## src/rtl/gpio_pkg.sv

```systemverilog
// Shared definitions for the GPIO responder: register map, register index
// enum, bus data type and a byte-lane mask helper.
package gpio_pkg;

  // Bus data word
  typedef logic [31:0] gpio_data_t;

  // Register byte offsets inside the block's address region
  localparam int unsigned GPIO_MODE_OFS    = 32'h00;
  localparam int unsigned GPIO_OUT_OFS     = 32'h04;
  localparam int unsigned GPIO_IN_OFS      = 32'h08;
  localparam int unsigned GPIO_RISE_EN_OFS = 32'h0C;
  localparam int unsigned GPIO_FALL_EN_OFS = 32'h10;
  localparam int unsigned GPIO_PEND_OFS    = 32'h14;
  localparam int unsigned GPIO_OUT_SET_OFS = 32'h18;
  localparam int unsigned GPIO_OUT_CLR_OFS = 32'h1C;

  // Number of word registers; everything from this index upward is unmapped
  localparam int unsigned GPIO_NUM_REGS = 8;

  // Word index of each register (byte offset / 4)
  typedef enum logic [2:0] {
    GPIO_REG_MODE    = 3'(GPIO_MODE_OFS    >> 2),
    GPIO_REG_OUT     = 3'(GPIO_OUT_OFS     >> 2),
    GPIO_REG_IN      = 3'(GPIO_IN_OFS      >> 2),
    GPIO_REG_RISE_EN = 3'(GPIO_RISE_EN_OFS >> 2),
    GPIO_REG_FALL_EN = 3'(GPIO_FALL_EN_OFS >> 2),
    GPIO_REG_PEND    = 3'(GPIO_PEND_OFS    >> 2),
    GPIO_REG_OUT_SET = 3'(GPIO_OUT_SET_OFS >> 2),
    GPIO_REG_OUT_CLR = 3'(GPIO_OUT_CLR_OFS >> 2)
  } gpio_reg_e;

  // Expand 4 byte enables into a 32-bit bit mask
  function automatic gpio_data_t gpio_be_mask(input logic [3:0] be);
    gpio_data_t m;
    for (int b = 0; b < 4; b++) begin
      m[8*b +: 8] = {8{be[b]}};
    end
    return m;
  endfunction

endpackage

```

## src/rtl/gpio_sync.sv

```systemverilog
// Pin input conditioning: two-flop synchronizer, a "previous value" flop for
// edge detection, and a short post-reset mask so pins that are already high
// when reset releases do not look like rising edges.
module gpio_sync
  import gpio_pkg::*;
#(
  parameter int WIDTH = 16
) (
  input  logic             clk,
  input  logic             rst_n,
  input  logic [WIDTH-1:0] async_i,
  output logic [WIDTH-1:0] sync_val,
  output logic [WIDTH-1:0] rise,
  output logic [WIDTH-1:0] fall
);

  logic [WIDTH-1:0] meta_q, meta_d;
  logic [WIDTH-1:0] sync_q, sync_d;
  logic [WIDTH-1:0] prev_q, prev_d;
  logic [1:0]       mask_cnt_q, mask_cnt_d;
  logic             edge_ok;

  // Next-state: shift the pin pipeline, saturate the mask counter at 3
  always_comb begin
    meta_d     = async_i;
    sync_d     = meta_q;
    prev_d     = sync_q;
    mask_cnt_d = mask_cnt_q;
    if (mask_cnt_q != 2'd3) begin
      mask_cnt_d = mask_cnt_q + 2'd1;
    end
  end

  // State registers, all cleared by reset
  always_ff @(posedge clk or negedge rst_n) begin
    if (!rst_n) begin
      meta_q     <= '0;
      sync_q     <= '0;
      prev_q     <= '0;
      mask_cnt_q <= 2'd0;
    end else begin
      meta_q     <= meta_d;
      sync_q     <= sync_d;
      prev_q     <= prev_d;
      mask_cnt_q <= mask_cnt_d;
    end
  end

  // Edges are only reported once the pipeline has refilled after reset
  assign edge_ok  = (mask_cnt_q == 2'd3);
  assign sync_val = sync_q;

  // Per-pin edge detection against the previous synchronized value
  for (genvar gi = 0; gi < WIDTH; gi++) begin : g_edge
    assign rise[gi] = edge_ok &  sync_q[gi] & ~prev_q[gi];
    assign fall[gi] = edge_ok & ~sync_q[gi] &  prev_q[gi];
  end

endmodule

```

## src/rtl/gpio_responder.sv

```systemverilog
// Memory-mapped GPIO responder: pin direction/value registers, synchronized
// pin inputs, per-pin rise/fall interrupt pending bits with W1C, and a
// registered single-cycle read/error response.
module gpio_responder
  import gpio_pkg::*;
#(
  parameter int NUM_PINS   = 16,
  parameter int ADDR_WIDTH = 5
) (
  input  logic                  clk,
  input  logic                  rst_n,
  input  logic                  bus_en,
  input  logic                  bus_we,
  input  logic [ADDR_WIDTH-1:0] bus_addr,
  input  logic [3:0]            bus_be,
  input  logic [31:0]           bus_wr_data,
  output logic [31:0]           bus_rd_data,
  output logic                  bus_rd_valid,
  output logic                  bus_err,
  input  logic [NUM_PINS-1:0]   gpio_i,
  output logic [NUM_PINS-1:0]   gpio_o,
  output logic [NUM_PINS-1:0]   gpio_oe,
  output logic                  irq
);

  localparam int REG_IDX_W = $clog2(GPIO_NUM_REGS);

  // Register state
  logic [NUM_PINS-1:0] mode_q, mode_d;
  logic [NUM_PINS-1:0] out_q, out_d;
  logic [NUM_PINS-1:0] rise_en_q, rise_en_d;
  logic [NUM_PINS-1:0] fall_en_q, fall_en_d;
  logic [NUM_PINS-1:0] pend_q, pend_d;

  // Registered pin drivers and bus response
  logic [NUM_PINS-1:0] gpio_o_q, gpio_o_d;
  logic [NUM_PINS-1:0] gpio_oe_q, gpio_oe_d;
  gpio_data_t          rd_data_q, rd_data_d;
  logic                rd_valid_q, rd_valid_d;
  logic                err_q, err_d;

  // Decode and datapath helpers
  gpio_reg_e           reg_sel;
  logic                addr_hi_zero;
  logic                mapped;
  logic                wr_req;
  logic                rd_req;
  gpio_data_t          be_mask;
  gpio_data_t          wr_bits;
  logic [NUM_PINS-1:0] be_pins;
  logic [NUM_PINS-1:0] wr_pins;
  logic [NUM_PINS-1:0] pend_clr;
  logic [NUM_PINS-1:0] pend_set;
  gpio_data_t          rd_word;
  logic                unused_bits;

  // Synchronized pins and edge strobes
  logic [NUM_PINS-1:0] sync_val;
  logic [NUM_PINS-1:0] rise;
  logic [NUM_PINS-1:0] fall;

  gpio_sync #(
    .WIDTH (NUM_PINS)
  ) u_sync (
    .clk      (clk),
    .rst_n    (rst_n),
    .async_i  (gpio_i),
    .sync_val (sync_val),
    .rise     (rise),
    .fall     (fall)
  );

  // Address bits above the register window must be zero to hit a register
  if (ADDR_WIDTH > REG_IDX_W + 2) begin : g_addr_hi
    assign addr_hi_zero = (bus_addr[ADDR_WIDTH-1:REG_IDX_W+2] == '0);
  end else begin : g_addr_nohi
    assign addr_hi_zero = 1'b1;
  end

  assign reg_sel = gpio_reg_e'(bus_addr[REG_IDX_W+1:2]);
  assign mapped  = addr_hi_zero;
  assign wr_req  = bus_en &  bus_we;
  assign rd_req  = bus_en & ~bus_we;

  // Byte-lane gating, then trim to the implemented pins
  assign be_mask = gpio_be_mask(bus_be);
  assign wr_bits = bus_wr_data & be_mask;
  assign be_pins = be_mask[NUM_PINS-1:0];
  assign wr_pins = wr_bits[NUM_PINS-1:0];

  // Byte-offset bits and lanes above NUM_PINS carry no information
  assign unused_bits = ^{bus_addr[1:0], wr_bits, be_mask};

  // Edge events enabled per pin
  assign pend_set = (rise & rise_en_q) | (fall & fall_en_q);

  // Register write decode; pending set has priority over W1C
  always_comb begin
    mode_d    = mode_q;
    out_d     = out_q;
    rise_en_d = rise_en_q;
    fall_en_d = fall_en_q;
    pend_clr  = '0;
    if (wr_req && mapped) begin
      case (reg_sel)
        GPIO_REG_MODE:    mode_d    = (mode_q    & ~be_pins) | wr_pins;
        GPIO_REG_OUT:     out_d     = (out_q     & ~be_pins) | wr_pins;
        GPIO_REG_RISE_EN: rise_en_d = (rise_en_q & ~be_pins) | wr_pins;
        GPIO_REG_FALL_EN: fall_en_d = (fall_en_q & ~be_pins) | wr_pins;
        GPIO_REG_PEND:    pend_clr  = wr_pins;
        GPIO_REG_OUT_SET: out_d     = out_q | wr_pins;
        GPIO_REG_OUT_CLR: out_d     = out_q & ~wr_pins;
        default:          ;
      endcase
    end
    pend_d = (pend_q & ~pend_clr) | pend_set;
  end

  // Read mux; write-only and read-only-zero registers return 0
  always_comb begin
    rd_word = '0;
    case (reg_sel)
      GPIO_REG_MODE:    rd_word = gpio_data_t'(mode_q);
      GPIO_REG_OUT:     rd_word = gpio_data_t'(out_q);
      GPIO_REG_IN:      rd_word = gpio_data_t'(sync_val);
      GPIO_REG_RISE_EN: rd_word = gpio_data_t'(rise_en_q);
      GPIO_REG_FALL_EN: rd_word = gpio_data_t'(fall_en_q);
      GPIO_REG_PEND:    rd_word = gpio_data_t'(pend_q);
      default:          rd_word = '0;
    endcase
  end

  // Response and pin-driver next state; data is forced to 0 when not valid
  always_comb begin
    rd_valid_d = rd_req;
    err_d      = bus_en & ~mapped;
    rd_data_d  = (rd_req && mapped) ? rd_word : '0;
    gpio_o_d   = out_q;
    gpio_oe_d  = mode_q;
  end

  // All state flops, cleared by the asynchronous reset
  always_ff @(posedge clk or negedge rst_n) begin
    if (!rst_n) begin
      mode_q     <= '0;
      out_q      <= '0;
      rise_en_q  <= '0;
      fall_en_q  <= '0;
      pend_q     <= '0;
      gpio_o_q   <= '0;
      gpio_oe_q  <= '0;
      rd_data_q  <= '0;
      rd_valid_q <= 1'b0;
      err_q      <= 1'b0;
    end else begin
      mode_q     <= mode_d;
      out_q      <= out_d;
      rise_en_q  <= rise_en_d;
      fall_en_q  <= fall_en_d;
      pend_q     <= pend_d;
      gpio_o_q   <= gpio_o_d;
      gpio_oe_q  <= gpio_oe_d;
      rd_data_q  <= rd_data_d;
      rd_valid_q <= rd_valid_d;
      err_q      <= err_d;
    end
  end

  assign bus_rd_data  = rd_data_q;
  assign bus_rd_valid = rd_valid_q;
  assign bus_err      = err_q;
  assign gpio_o       = gpio_o_q;
  assign gpio_oe      = gpio_oe_q;
  assign irq          = |pend_q;

endmodule
```

## config.mk

```make
export PLATFORM = sky130hd
export DESIGN_NAME = gpio_responder
export DESIGN_NICKNAME = d
export VERILOG_FILES = /design/src/rtl/gpio_pkg.sv /design/src/rtl/gpio_sync.sv /design/src/rtl/gpio_responder.sv
export SDC_FILE = /design/constraint.sdc
export NUM_CORES = 1
export LEC_CHECK = 0
export CELL_PAD_IN_SITES_DETAIL_PLACEMENT = 1
export CELL_PAD_IN_SITES_GLOBAL_PLACEMENT = 2
export CORE_MARGIN = 1
export CORE_UTILIZATION = 38
export DETAILED_ROUTE_END_ITERATION = 16
export PLACE_DENSITY_LB_ADDON = 0.1
export SKIP_CTS_REPAIR_TIMING = 1
export SYNTH_ARGS = -nofsm -noshare
export SYNTH_HDL_FRONTEND = slang
export SYNTH_SLANG_ARGS = --single-unit
```

## constraint.sdc

```tcl
create_clock -name clk -period 3.25 [get_ports clk]
set_input_delay 0.325 -clock clk [delete_from_list [all_inputs] [get_ports clk]]
set_output_delay 0.325 -clock clk [all_outputs]
set_load 0.02 [all_outputs]
```

# == Word level (Yosys, flattened, before mapping) ==
# Cells that the tools add are included.
# totals
output_inout_bits,67
word_cells,153
regBits,195
input_bits,61
# op_classes
n_eq_ne,9
n_reduce_logical,7
addsub,1
bitwise_logic,118
muxes,5
# op_table
operator,n
16-bit bitwise AND,9
16-bit OR,7
16-bit case mux with 6 select lines,1
1-bit bitwise AND,66
16-bit inverter,3
16-bit case mux with 3 select lines,1
1-bit inverter,33
16-bit 2-to-1 mux,2
32-bit 2-to-1 mux,1
16-bit OR reduction,1
"3-bit == test, second input constant",4
2-bit AND reduction,4
"3-bit by 2-bit == test with 1-bit output, second input constant",2
"3-bit by 1-bit == test with 1-bit output, second input constant",1
3-bit zero test,1
3-bit nonzero test,1
"2-bit by 1-bit adder with 2-bit output, second input constant",1
"2-bit == test, second input constant",1
"2-bit inequality test, second input constant",1

# == Longest topological paths before layout ==
# depth
depth_word,6
ltp_mapped,7
mapped_depth_nobuf,4

# == By module ==
# Synthesis repeated with hierarchy kept, for this count alone.
# hier_totals
cells_unflattened,553
area_unflattened_um2,7199.4
# by_module_without_submodules
mod,seq_area_each_um2,area_each_um2,cells_per_inst,n_inst
gpio_responder,3228.1,5597.9,465,1
gpio_sync,1251.2,1601.5,88,1

# == Worst setup path after synthesis ==
# OpenSTA, ideal clock, no wires.
# synth_path
path_kind,input to register
start,input port bus_addr[3]
end,register with a tool-made name
arrival_ps,1381
path_slack_ps,1744
setup_time_ps,125
required_time_ps,3125
cell_stages,5
path_buffers,1
cell_sequence,buf_4 -> nor2_2 -> nand3_1 -> nor2_4 -> mux2_2
# synth_rtl
element,line,rtl
start: declaration,gpio_responder.sv:14,"input logic [ADDR_WIDTH-1:0] bus_addr,"

# == Final worst setup path ==
# layout_path
start,register pend_q[14]
end,output port irq
# layout_between
elab_chain_len,1
# layout_lines
element,line,rtl
start: declaration,gpio_responder.sv:33,"logic [NUM_PINS-1:0] pend_q, pend_d;"
start signal: assignment,gpio_responder.sv:160,pend_q <= pend_d;
16-bit OR reduction,gpio_responder.sv:174,assign irq = |pend_q;
end: declaration,gpio_responder.sv:23,output logic irq
# No other way between the ends.

==> flow_metrics.env <==
export IMPL_hold_depth=1
export IMPL_fmax_mhz=398
export IMPL_endpoint_kind="output port"
export IMPL_path_class="register to output port"
export IMPL_drive_gt1_share_pct=18.5
export IMPL_skew_ns=0.0124
export IMPL_grt_use_total_pct=20.3
export IMPL_hold_path_endpoint="u_sync.meta_q[2]$_DFF_PN0_"
export IMPL_n_fill_cell=1829
export IMPL_first_global_vias=4874
export IMPL_relSlewSlack_pct=42.2
export IMPL_rsz0062_at_grt="false"
export IMPL_ios=128
export IMPL_place_area_um2=8170
export IMPL_rr_endpoint="pend_q[5]$_DFF_PN0_"
export IMPL_grt_first_pass_wirelength_mm=28.9
export IMPL_hpwl_mm=11.9
export IMPL_n_antenna_cell=0
export IMPL_ys_warnings_count=0
export IMPL_drt_pre_antenna_iters=10
export IMPL_grt_overflow=0
export IMPL_setup_slack_ns=0.740
export IMPL_netlist_instances=542
export IMPL_htreeDepth=4
export IMPL_numCtsBuffers=17
export IMPL_ys_types=40
export IMPL_initial_core_util_pct=39.1
export IMPL_arrival_ns=2.19
export IMPL_place_ws_ns=0.625
export IMPL_path_clk_slew_ns=0.07
export IMPL_postLayoutCellArea_um2=8760
export IMPL_via_per_inst=5.22
export IMPL_place_congestion=0.763
export IMPL_hold_violations=0
export IMPL_power_density_nw_per_um2=642
export IMPL_worst_slew_pin_slew_ns=0.868
export IMPL_timing_setup_tns_ns=0
export IMPL_nNetsFinal=703
export IMPL_layoutNonFillerInstCount=883
export IMPL_numPortBuffers=90
export IMPL_required_ns=2.92
export IMPL_vias=4610
export IMPL_die_y_um=138
export IMPL_reg2reg_slack_ns=2.05
export IMPL_drt_total_wl_mm=18.2
export IMPL_path_max_fanout=3
export IMPL_drc_errors=18
export IMPL_worstReg2RegStart="u_sync.mask_cnt_q[0]$_DFFE_PN0P_"
export IMPL_die_w_um=138
export IMPL_total_power_mw=5.62
export IMPL_cts_tree="built"
export IMPL_coreArea_um2=18100
export IMPL_critPathLaunchType="register"
export IMPL_syn_to_final_growth_pct=23.9
export IMPL_slew_violations=0
export IMPL_cts_sinks=179
export IMPL_violations="DRC"
export IMPL_rr_worst_depth=3
export IMPL_p_leak_nw=3.79
export IMPL_dp_cells=850
export IMPL_wl_per_cell_um=20.6
export IMPL_synth_seq_cells=179
export IMPL_grt_max_degree=85
export IMPL_cts_root_buf="clkbuf_16"
export IMPL_worstHoldStart="gpio_i[2]"
export IMPL_drv_cap=0
export IMPL_num_rows=49
export IMPL_netlist_area_um2=7070
export IMPL_dieArea_um2=19100
export IMPL_setup_viol=0
export IMPL_status="finished with violations"
export IMPL_ys_seq_area_share_pct=63.4
export IMPL_peakVddDrop_mv=0.543
export IMPL_cts_max_path_buffers=2
export IMPL_synth_area_per_cell_um2=13.0
export IMPL_hold_path_class="input pin to register"
export IMPL_antenna_found_initial=0
export IMPL_dr_first_iter_drc_count=225
export IMPL_insertion_delay_ns=0.44
export IMPL_period_share_pct=77.2
export IMPL_min_period_ns=2.51
export IMPL_antenna_left=0
[worst max path at each step]
stage	from	end	slack, ns	depth (start not counted)
floorplan	bus_addr[3]	register	1.74	5
global placement	bus_addr[3]	register	0.60	6
detailed placement	bus_addr[3]	register	0.62	6
CTS	pend_q[14]$_DFF_PN0_	irq	0.76	3
global route	pend_q[14]$_DFF_PN0_	irq	0.71	3
finish	pend_q[14]$_DFF_PN0_	irq	0.74	3
[cells by family (layout without fill, tap and decap cells)]
| family | count (synthesis) | count (layout) | share of synthesized area, % |
|---|---|---|---|
| AO/OA/AOI/OAI | 121 | 121 | 9.93 |
| XOR/XNOR | 1 | 1 | 0.124 |
| adder cells (fa/ha/maj) | 1 | 1 | 0.177 |
| buffers and inverters | 50 | 146 | 4.04 |
| flip-flops | 179 | 179 | 63.4 |
| multiplexers | 81 | 81 | 14.1 |
| other | 1 | 17 | 0.0531 |
| AND/OR/NAND/NOR | 108 | 108 | 8.23 |
[routing by layer]
| metal | GRT usage (%) | up-vias | part of all wire, % |
|---|---|---|---|
| li1 | - | 2096 | - |
| met1 | 27.6 | 2421 | 46 |
| met2 | 32.5 | 87 | 50 |
| met3 | 4.43 | 6 | 3.3 |
| met4 | 6.09 | 0 | 0.79 |
| met5 | 0 | - | 0 |
[cell usage in the layout (no fill, tap or decap), types with 2 or more instances in the layout]
cell type / count
a22o_1: 16
nor2_4: 4
nor2_2: 3
dfrtp_1: 179
mux4_2: 9
buf_4: 12
bufinv_16: 2
nand3_1: 18
o21ai_1: 20
nor2_1: 9
a21oi_1: 33
mux2i_1: 16
clkdlybuf4s50_1: 88
o21ai_0: 34
inv_1: 9
a31oi_1: 2
nand2_1: 42
clkinv_2: 6
nand2b_1: 6
nor4_1: 4
conb_1: 17
clkbuf_16: 17
mux2_2: 56
a21o_1: 2
inv_6: 2
clkinv_4: 2
nand3b_1: 17
o22ai_1: 8
[cell usage after synthesis, drive strengths merged]
cell	count	area [um^2]
a211oi	1	7.51
a21boi	2	18.8
a21o	2	15.0
a21oi	33	165
a22o	16	140
a22oi	1	7.51
a31oi	2	12.5
buf	35	229
clkbuf	5	18.8
conb	1	3.75
dfrtp	179	4480
ha	1	12.5
inv	10	37.5
mux2	56	631
mux2i	16	160
mux4	9	203
nand2	42	158
nand2b	6	37.5
nand3	18	90.1
nand3b	17	128
nand4	1	6.26
nand4b	1	8.76
nor2	16	97.6
nor2b	1	6.26
nor3	1	16.3
nor4	4	25.0
o21a	1	7.51
o21ai	54	270
o22ai	8	50.1
o31ai	1	7.51
or3b	1	8.76
xnor2	1	8.76
[final cells by class]
cell class	instances	area [um^2]	share of cell area, %
Sequential cell	179	4480	51.1
Clock buffer	19	443	5.06
Multi-Input combinational cell	329	2360	27.0
Tap cell	229	287	3.27
Inverter	10	37.5	0.429
Timing Repair Buffer	104	1020	11.6
Clock inverter	13	133	1.51
[where the power goes]
group	total [mW]	switching [mW]	leakage, nW	internal (mW)
logic	0.869	0.433	1.31	0.436
registers	2.73	0.193	2.19	2.53
clock network	2.03	0.876	0.287	1.15
[per-stage QoR]
stage               util (%)  hold WS (ns)
finish                  48.4         0.322
global route            48.4         0.310
CTS                     48.4       -0.0925
detailed placement      45.2         0.336
global placement        45.2         0.332
floorplan                  -        0.0294
[critical path: stages, from the launching register on]
cell             delay [ns]
dfrtp_1                0.41
nor4_1                 0.53
nand4_1                0.22
clkdlybuf4s50_1        0.59
Note: power is estimated with default switching activity, not from simulation.
